`config.mk`:
```
export PLATFORM = sky130hd
export DESIGN_NAME = tail_input_conditioner
export DESIGN_NICKNAME = d
export VERILOG_FILES = /design/src/rtl/tail_input_conditioner.sv
export SDC_FILE = /design/constraint.sdc
export NUM_CORES = 1
export LEC_CHECK = 0
export ABC_AREA = 1
export CORE_MARGIN = 2
export CORE_UTILIZATION = 61
export DETAILED_ROUTE_END_ITERATION = 8
export HOLD_SLACK_MARGIN = 0.06
export MAX_ROUTING_LAYER = met4
export PLACE_DENSITY = 0.84
export REMOVE_ABC_BUFFERS = 1
export SKIP_CTS_REPAIR_TIMING = 1
export SLEW_MARGIN = 20
export SYNTH_ARGS = -nofsm -noshare
export SYNTH_HDL_FRONTEND = slang
export SYNTH_SLANG_ARGS = --single-unit
```
`constraint.sdc`:
```
create_clock -name clock -period 1.55 [get_ports clock]
set_input_delay 0.31 -clock clock [delete_from_list [all_inputs] [get_ports clock]]
set_output_delay 0.31 -clock clock [all_outputs]
set_load 0.05 [all_outputs]
```
`src/rtl/tail_input_conditioner.sv`:
```
// -----------------------------------------------------------------------------
// tail_input_conditioner
//
// Input stage of the tail-light controller. The raw board controls pass
// through a two-flop synchronizer and a per-channel debounce counter. The
// clean levels are then resolved into one registered request mode. A one-cycle
// mode_change pulse marks every cycle in which mode takes a new value, and
// downstream logic uses it to restart the blink counter.
//
// Ports:
//   clock        in   system clock, rising edge
//   reset        in   synchronous, active-high reset
//   SW[2:0]      in   raw switches: [0] hazard, [1] left, [2] brake (active-high)
//   KEY          in   raw right-turn push-button (active-low)
//   hazard_clean out  debounced SW[0]
//   left_clean   out  debounced SW[1]
//   brake_clean  out  debounced SW[2]
//   right_clean  out  debounced, inverted KEY (1 = pressed)
//   mode[2:0]    out  registered request: 0 IDLE, 1 HAZARD, 2 LEFT, 3 RIGHT,
//                     4 BRAKE, 5 BRAKE_LEFT, 6 BRAKE_RIGHT
//   mode_change  out  one-cycle pulse when mode takes a new value
// -----------------------------------------------------------------------------
module tail_input_conditioner #(
  parameter int DEBOUNCE_CYCLES = 1000000,
  parameter int CNT_W           = $clog2(DEBOUNCE_CYCLES)
) (
  input  logic       clock,
  input  logic       reset,
  input  logic [2:0] SW,
  input  logic       KEY,
  output logic       hazard_clean,
  output logic       left_clean,
  output logic       brake_clean,
  output logic       right_clean,
  output logic [2:0] mode,
  output logic       mode_change
);

  typedef enum logic [2:0] {
    MODE_IDLE        = 3'd0,
    MODE_HAZARD      = 3'd1,
    MODE_LEFT        = 3'd2,
    MODE_RIGHT       = 3'd3,
    MODE_BRAKE       = 3'd4,
    MODE_BRAKE_LEFT  = 3'd5,
    MODE_BRAKE_RIGHT = 3'd6
  } mode_e;

  // Channel order everywhere: 0 hazard, 1 left, 2 brake, 3 right.
  // The synchronizer carries KEY in its raw active-low form, so its idle
  // reset value is 1 for that channel.
  localparam logic [3:0]       SYNC_RST = 4'b1000;
  localparam logic [CNT_W-1:0] CNT_MAX  = CNT_W'(DEBOUNCE_CYCLES - 1);

  logic [3:0]            raw;
  logic [3:0]            sync1_q, sync1_d;
  logic [3:0]            sync2_q, sync2_d;
  logic [3:0]            level;             // synchronized, all active-high
  logic [3:0]            clean_q, clean_d;
  logic [3:0][CNT_W-1:0] cnt_q, cnt_d;
  mode_e                 mode_q, mode_d;
  logic                  mode_change_q, mode_change_d;

  assign raw = {KEY, SW};

  // Synchronizer and debounce.
  always_comb begin
    // NOTE: every signal driven here gets a default first, so no path can
    // leave one unassigned and infer a latch.
    sync1_d = raw;
    sync2_d = sync1_q;
    level   = {~sync2_q[3], sync2_q[2:0]};
    clean_d = clean_q;
    cnt_d   = cnt_q;
    for (int ch = 0; ch < 4; ch++) begin
      if (level[ch] == clean_q[ch]) begin
        // Agreement (including a bounce back) restarts the count.
        cnt_d[ch] = '0;
      end else if (cnt_q[ch] == CNT_MAX) begin
        clean_d[ch] = level[ch];
        cnt_d[ch]   = '0;
      end else begin
        cnt_d[ch] = cnt_q[ch] + 1'b1;
      end
    end
  end

  // Mode resolution from the clean levels, in strict priority order.
  always_comb begin
    mode_d = MODE_IDLE;
    if (clean_q[0])                    mode_d = MODE_HAZARD;
    else if (clean_q[1] && clean_q[3]) mode_d = MODE_HAZARD;
    else if (clean_q[2] && clean_q[1]) mode_d = MODE_BRAKE_LEFT;
    else if (clean_q[2] && clean_q[3]) mode_d = MODE_BRAKE_RIGHT;
    else if (clean_q[2])               mode_d = MODE_BRAKE;
    else if (clean_q[1])               mode_d = MODE_LEFT;
    else if (clean_q[3])               mode_d = MODE_RIGHT;
    mode_change_d = (mode_d != mode_q);
  end

  // NOTE: state registers use non-blocking assignments so that every flop
  // samples the pre-edge values of the others.
  always_ff @(posedge clock) begin
    if (reset) begin
      sync1_q       <= SYNC_RST;
      sync2_q       <= SYNC_RST;
      clean_q       <= '0;
      cnt_q         <= '0;
      mode_q        <= MODE_IDLE;
      mode_change_q <= 1'b0;
    end else begin
      sync1_q       <= sync1_d;
      sync2_q       <= sync2_d;
      clean_q       <= clean_d;
      cnt_q         <= cnt_d;
      mode_q        <= mode_d;
      mode_change_q <= mode_change_d;
    end
  end

  assign hazard_clean = clean_q[0];
  assign left_clean   = clean_q[1];
  assign brake_clean  = clean_q[2];
  assign right_clean  = clean_q[3];
  assign mode         = mode_q;
  assign mode_change  = mode_change_q;

endmodule

```
==> metrics.csv <==
stage,metric,value,unit
power_and_ir_drop,seqPwrFrac,56.4,%
floorplan,die_area,8410,um^2
final_layout,area_growth_syn_to_layout,14.8,%
critical_path,critical_path.reg2reg.startpoint,clean_q[2],
route,detail_route.drc_violations,0,
critical_path,worstPathArrival,1.78,ns
sta,post_route_worst_hold_slack,0.401,ns
place,placedCellCount,796,
synth,post_synth_fa_ha_maj_area_fraction,1.07,%
place,place.detailed.hpwl,6830,um
clock_network,clock_insertion_delay_worst_skew,0.36,ns
synth,synth_cell_types,31,
synth,async_reset_ff_share,0,%
clock_network,cts_inserted_buffers,9,
sta,post-route-period-util,95.6,%
route,routed_wire_length_per_instance,12.0,um
grt,grt_util_all_layers,24.3,%
final_layout,antenna_cells_inserted,0,
grt,gr-total-overflow,0,
clock_network,clock_tree.buffer_depth,2,
place,dpl_worst_slack,-0.00280,ns
sta,worst_pin_slew,0.445,ns
synth,synth_flop_cell,sky130_fd_sc_hd__dfxtp_1,
route,routed_via_count,4258,
power_and_ir_drop,power_density,817,nW/um^2
power_and_ir_drop,power.share.combinational,1.8,%
synth,synth_compound_gate_area_share,5.41,%
synth,synthDominantCellAreaShare,41.0,%
critical_path,critical_path_class,register to register,
sta,fmaxAchievable,675,MHz
power_and_ir_drop,net_switching_power_figure,888,uW
clock_network,cts-root-buf,sky130_fd_sc_hd__clkbuf_8,
power_and_ir_drop,netSwitchingFraction,20.2,%
place,placement.io_buffers,13,
place,gp_routability_congestion,0.948,
synth,synthXorXnorAreaFrac,7.47,%
floorplan,die_height,91.7,um
final_layout,finalNonFillerCells,814,
critical_path,nature_of_the_critical_path_startpoint,register,
critical_path,worst-r2r-cell-count,5,
critical_path,worstSetupEndpointType,register,
synth,synth_edf_count,0,
place,placedInstanceArea,5070,um^2
sta,min_cycle_time_layout,1.48,ns
route,final_antenna_net_count,0,
power_and_ir_drop,power,4400,uW
grt,first_global_vias,3985,
sta,final.setup_skew,0.0124,ns
synth,synth_area_leader_cell,sky130_fd_sc_hd__dfxtp_1,
worst_hold_path,timing.hold.worst.class,register to register,
clock_network,clkSlewWorstSetupHoldPaths,0.08,ns
floorplan,design.core.area,7330,um^2
synth,yosys_register_bits,96,
floorplan,floorplan.initialDensity,64.0,%
critical_path,critPathMaxFanout,6,
synth,synth_seq_area_share,41.0,%
floorplan,io_pins,14,
synth,gate_count_of_the_mapped_netlist,682,
sta,setup_viol_count_final,0,
worst_hold_path,timing.hold.worst_path_depth,2,
clock_network,htree_num_levels,3,
run_status,status,finished clean,
synth,biggest_area_contributors_in_the_synthesized_netlist,"sky130_fd_sc_hd__dfxtp_1, sky130_fd_sc_hd__nand2_1, sky130_fd_sc_hd__nor2_1",
sta,number_of_slew_limit_violations_in_the_final_report,0,
route,via_per_inst,5.23,
floorplan,floorplan.rows,31,
power_and_ir_drop,power.leakage,0.00165,uW
grt,number_of_antenna_violations_at_the_first_check_in_global_routing,0,
sta,slew_headroom,70.3,%
synth,yosys_warnings,0,
synth,muxShareOfSynthArea,0,%
worst_hold_path,min_from,sync1_q[0],
synth,synth-simple-area-share,39.2,%
critical_path,cp_data_required_time,1.85,ns
run,cap_viol_max_count,0,
final_layout,design.final.nets,720,
clock_network,clock-sinks,96,
critical_path,cp-startpoint,clean_q[2],
final_layout,stdcell_area,5390,um^2
power_and_ir_drop,pwr-share-clk,41.8,%
route,total_wire_length,9790,um
grt,grt_start_max_net_pins,21,
sta,timing_hold_violations_final,0,
floorplan,dieWidth,91.7,um
clock_network,clock_tree_from_tritoncts,built,
power_and_ir_drop,cell_internal_pwr,3510,uW
synth,synth_commonest_cells,"sky130_fd_sc_hd__nand2_1, sky130_fd_sc_hd__nor2_1, sky130_fd_sc_hd__dfxtp_1, sky130_fd_sc_hd__inv_1, sky130_fd_sc_hd__nand3_1",
sta,final.setup.worst_slack,0.0684,ns
synth,synthesis.area_per_instance,6.88,um^2
grt,first_pass_grt_wire_length,16600,um
synth,dominant_combinational_cell_family_by_area_after_synthesis,simple AND/OR/NAND/NOR gates,
route,detail_route.iter0.violations,184,
sta,setup_repair_after_global_routing_missed_its_margin,false,
route,drt_pre_antenna_iters,5,
synth,synth.cell_area,4690,um^2
final_layout,layout-drive-gt1-share,9.93,%
power_and_ir_drop,worst_ir_drop_vdd,0.519,mV
layout by cell type (no fill, tap or decap), types with 2 or more instances in the layout:
cell and instances:
sky130_fd_sc_hd__nor3_2 2, sky130_fd_sc_hd__nand4_1 9, sky130_fd_sc_hd__xor2_1 25, sky130_fd_sc_hd__nand2_2 2, sky130_fd_sc_hd__inv_2 2, sky130_fd_sc_hd__a21oi_1 35
sky130_fd_sc_hd__nor2_1 164, sky130_fd_sc_hd__xnor2_1 15, sky130_fd_sc_hd__buf_12 10, sky130_fd_sc_hd__nor2_4 2, sky130_fd_sc_hd__dfxtp_2 3, sky130_fd_sc_hd__dfxtp_1 93
sky130_fd_sc_hd__nand3b_1 12, sky130_fd_sc_hd__nand3_1 36, sky130_fd_sc_hd__clkbuf_8 11, sky130_fd_sc_hd__or2_0 6, sky130_fd_sc_hd__ha_1 2, sky130_fd_sc_hd__nand3_2 8
sky130_fd_sc_hd__clkdlybuf4s50_1 5, sky130_fd_sc_hd__inv_1 57, sky130_fd_sc_hd__or2_2 4, sky130_fd_sc_hd__o21bai_1 3, sky130_fd_sc_hd__or2_1 2, sky130_fd_sc_hd__nand2_1 166
sky130_fd_sc_hd__nor3_1 3, sky130_fd_sc_hd__nor2_2 8, sky130_fd_sc_hd__o21ai_0 8, sky130_fd_sc_hd__bufinv_16 2, sky130_fd_sc_hd__buf_4 9
flip-flops by register name, indices dropped and copies added, names as in the netlist:
register and cells:
clean_q 4, mode_change 1, cnt_q 80, sync1_q 4
sync2_q 4, mode 3
power groups by stage:
stage | registers (uW) | logic [uW] | clock network [uW]
3_5_place_dp | 2540 | 73.9 | 0
3_3_place_gp | 2540 | 71.8 | 0
6_report | 2480 | 78.7 | 1840
4_1_cts | 2480 | 75.5 | 1860
2_1_floorplan | 2540 | 31.4 | 0
5_1_grt | 2490 | 86.1 | 1970
worst paths after layout:
path	to	slack, ns
worst max-delay path	cnt_q[58]	0.07
worst min-delay path	sync2_q[0]	0.40
worst max register to register	cnt_q[58]	0.07
worst min register to register	sync2_q[0]	0.40
layer usage:
| metal | share of wire [%] | GRT usage (%) | vias to the layer above |
|---|---|---|---|
| met5 | 0 | - | - |
| met2 | 49 | 41.4 | 122 |
| li1 | - | - | 2195 |
| met3 | 5.7 | 4.11 | 21 |
| met1 | 44 | 29.7 | 1920 |
| met4 | 2.0 | 7.34 | 0 |
cell families (layout without fill, tap and decap cells):
group           after synthesis  after routing
simple gates                427            428
compound gates               48             48
buf+inv                      67             99
flops                        96             96
xor+xnor                     40             40
fa+ha+maj                     4              4
worst max-delay path, cell delays in order (launching register included):
cell	delay, ns
sky130_fd_sc_hd__dfxtp_1	0.49
sky130_fd_sc_hd__o21ai_0	0.17
sky130_fd_sc_hd__a21oi_2	0.37
sky130_fd_sc_hd__buf_4	0.21
sky130_fd_sc_hd__nand3_1	0.09
sky130_fd_sc_hd__nor2_1	0.08
through the flow:
| step | util, % | TNS (ns) |
|---|---|---|
| after CTS | 72.3 | 0 |
| after global placement | 69.2 | 0 |
| after detailed placement | 69.2 | -0.00280 |
| after floorplan | - | 0 |
| final | 73.5 | 0 |
| after global routing | 73.5 | 0 |
cell type report:
class / count / area [um^2]
timing repair buffer: 24 / 318
fill: 536 / 1950
clock buffer: 12 / 155
inverter: 59 / 221
sequential: 96 / 1930
clock inverter: 4 / 76.3
multi-input combinational: 520 / 2560
tap: 99 / 124
Power figures use the tool's default switching activity.
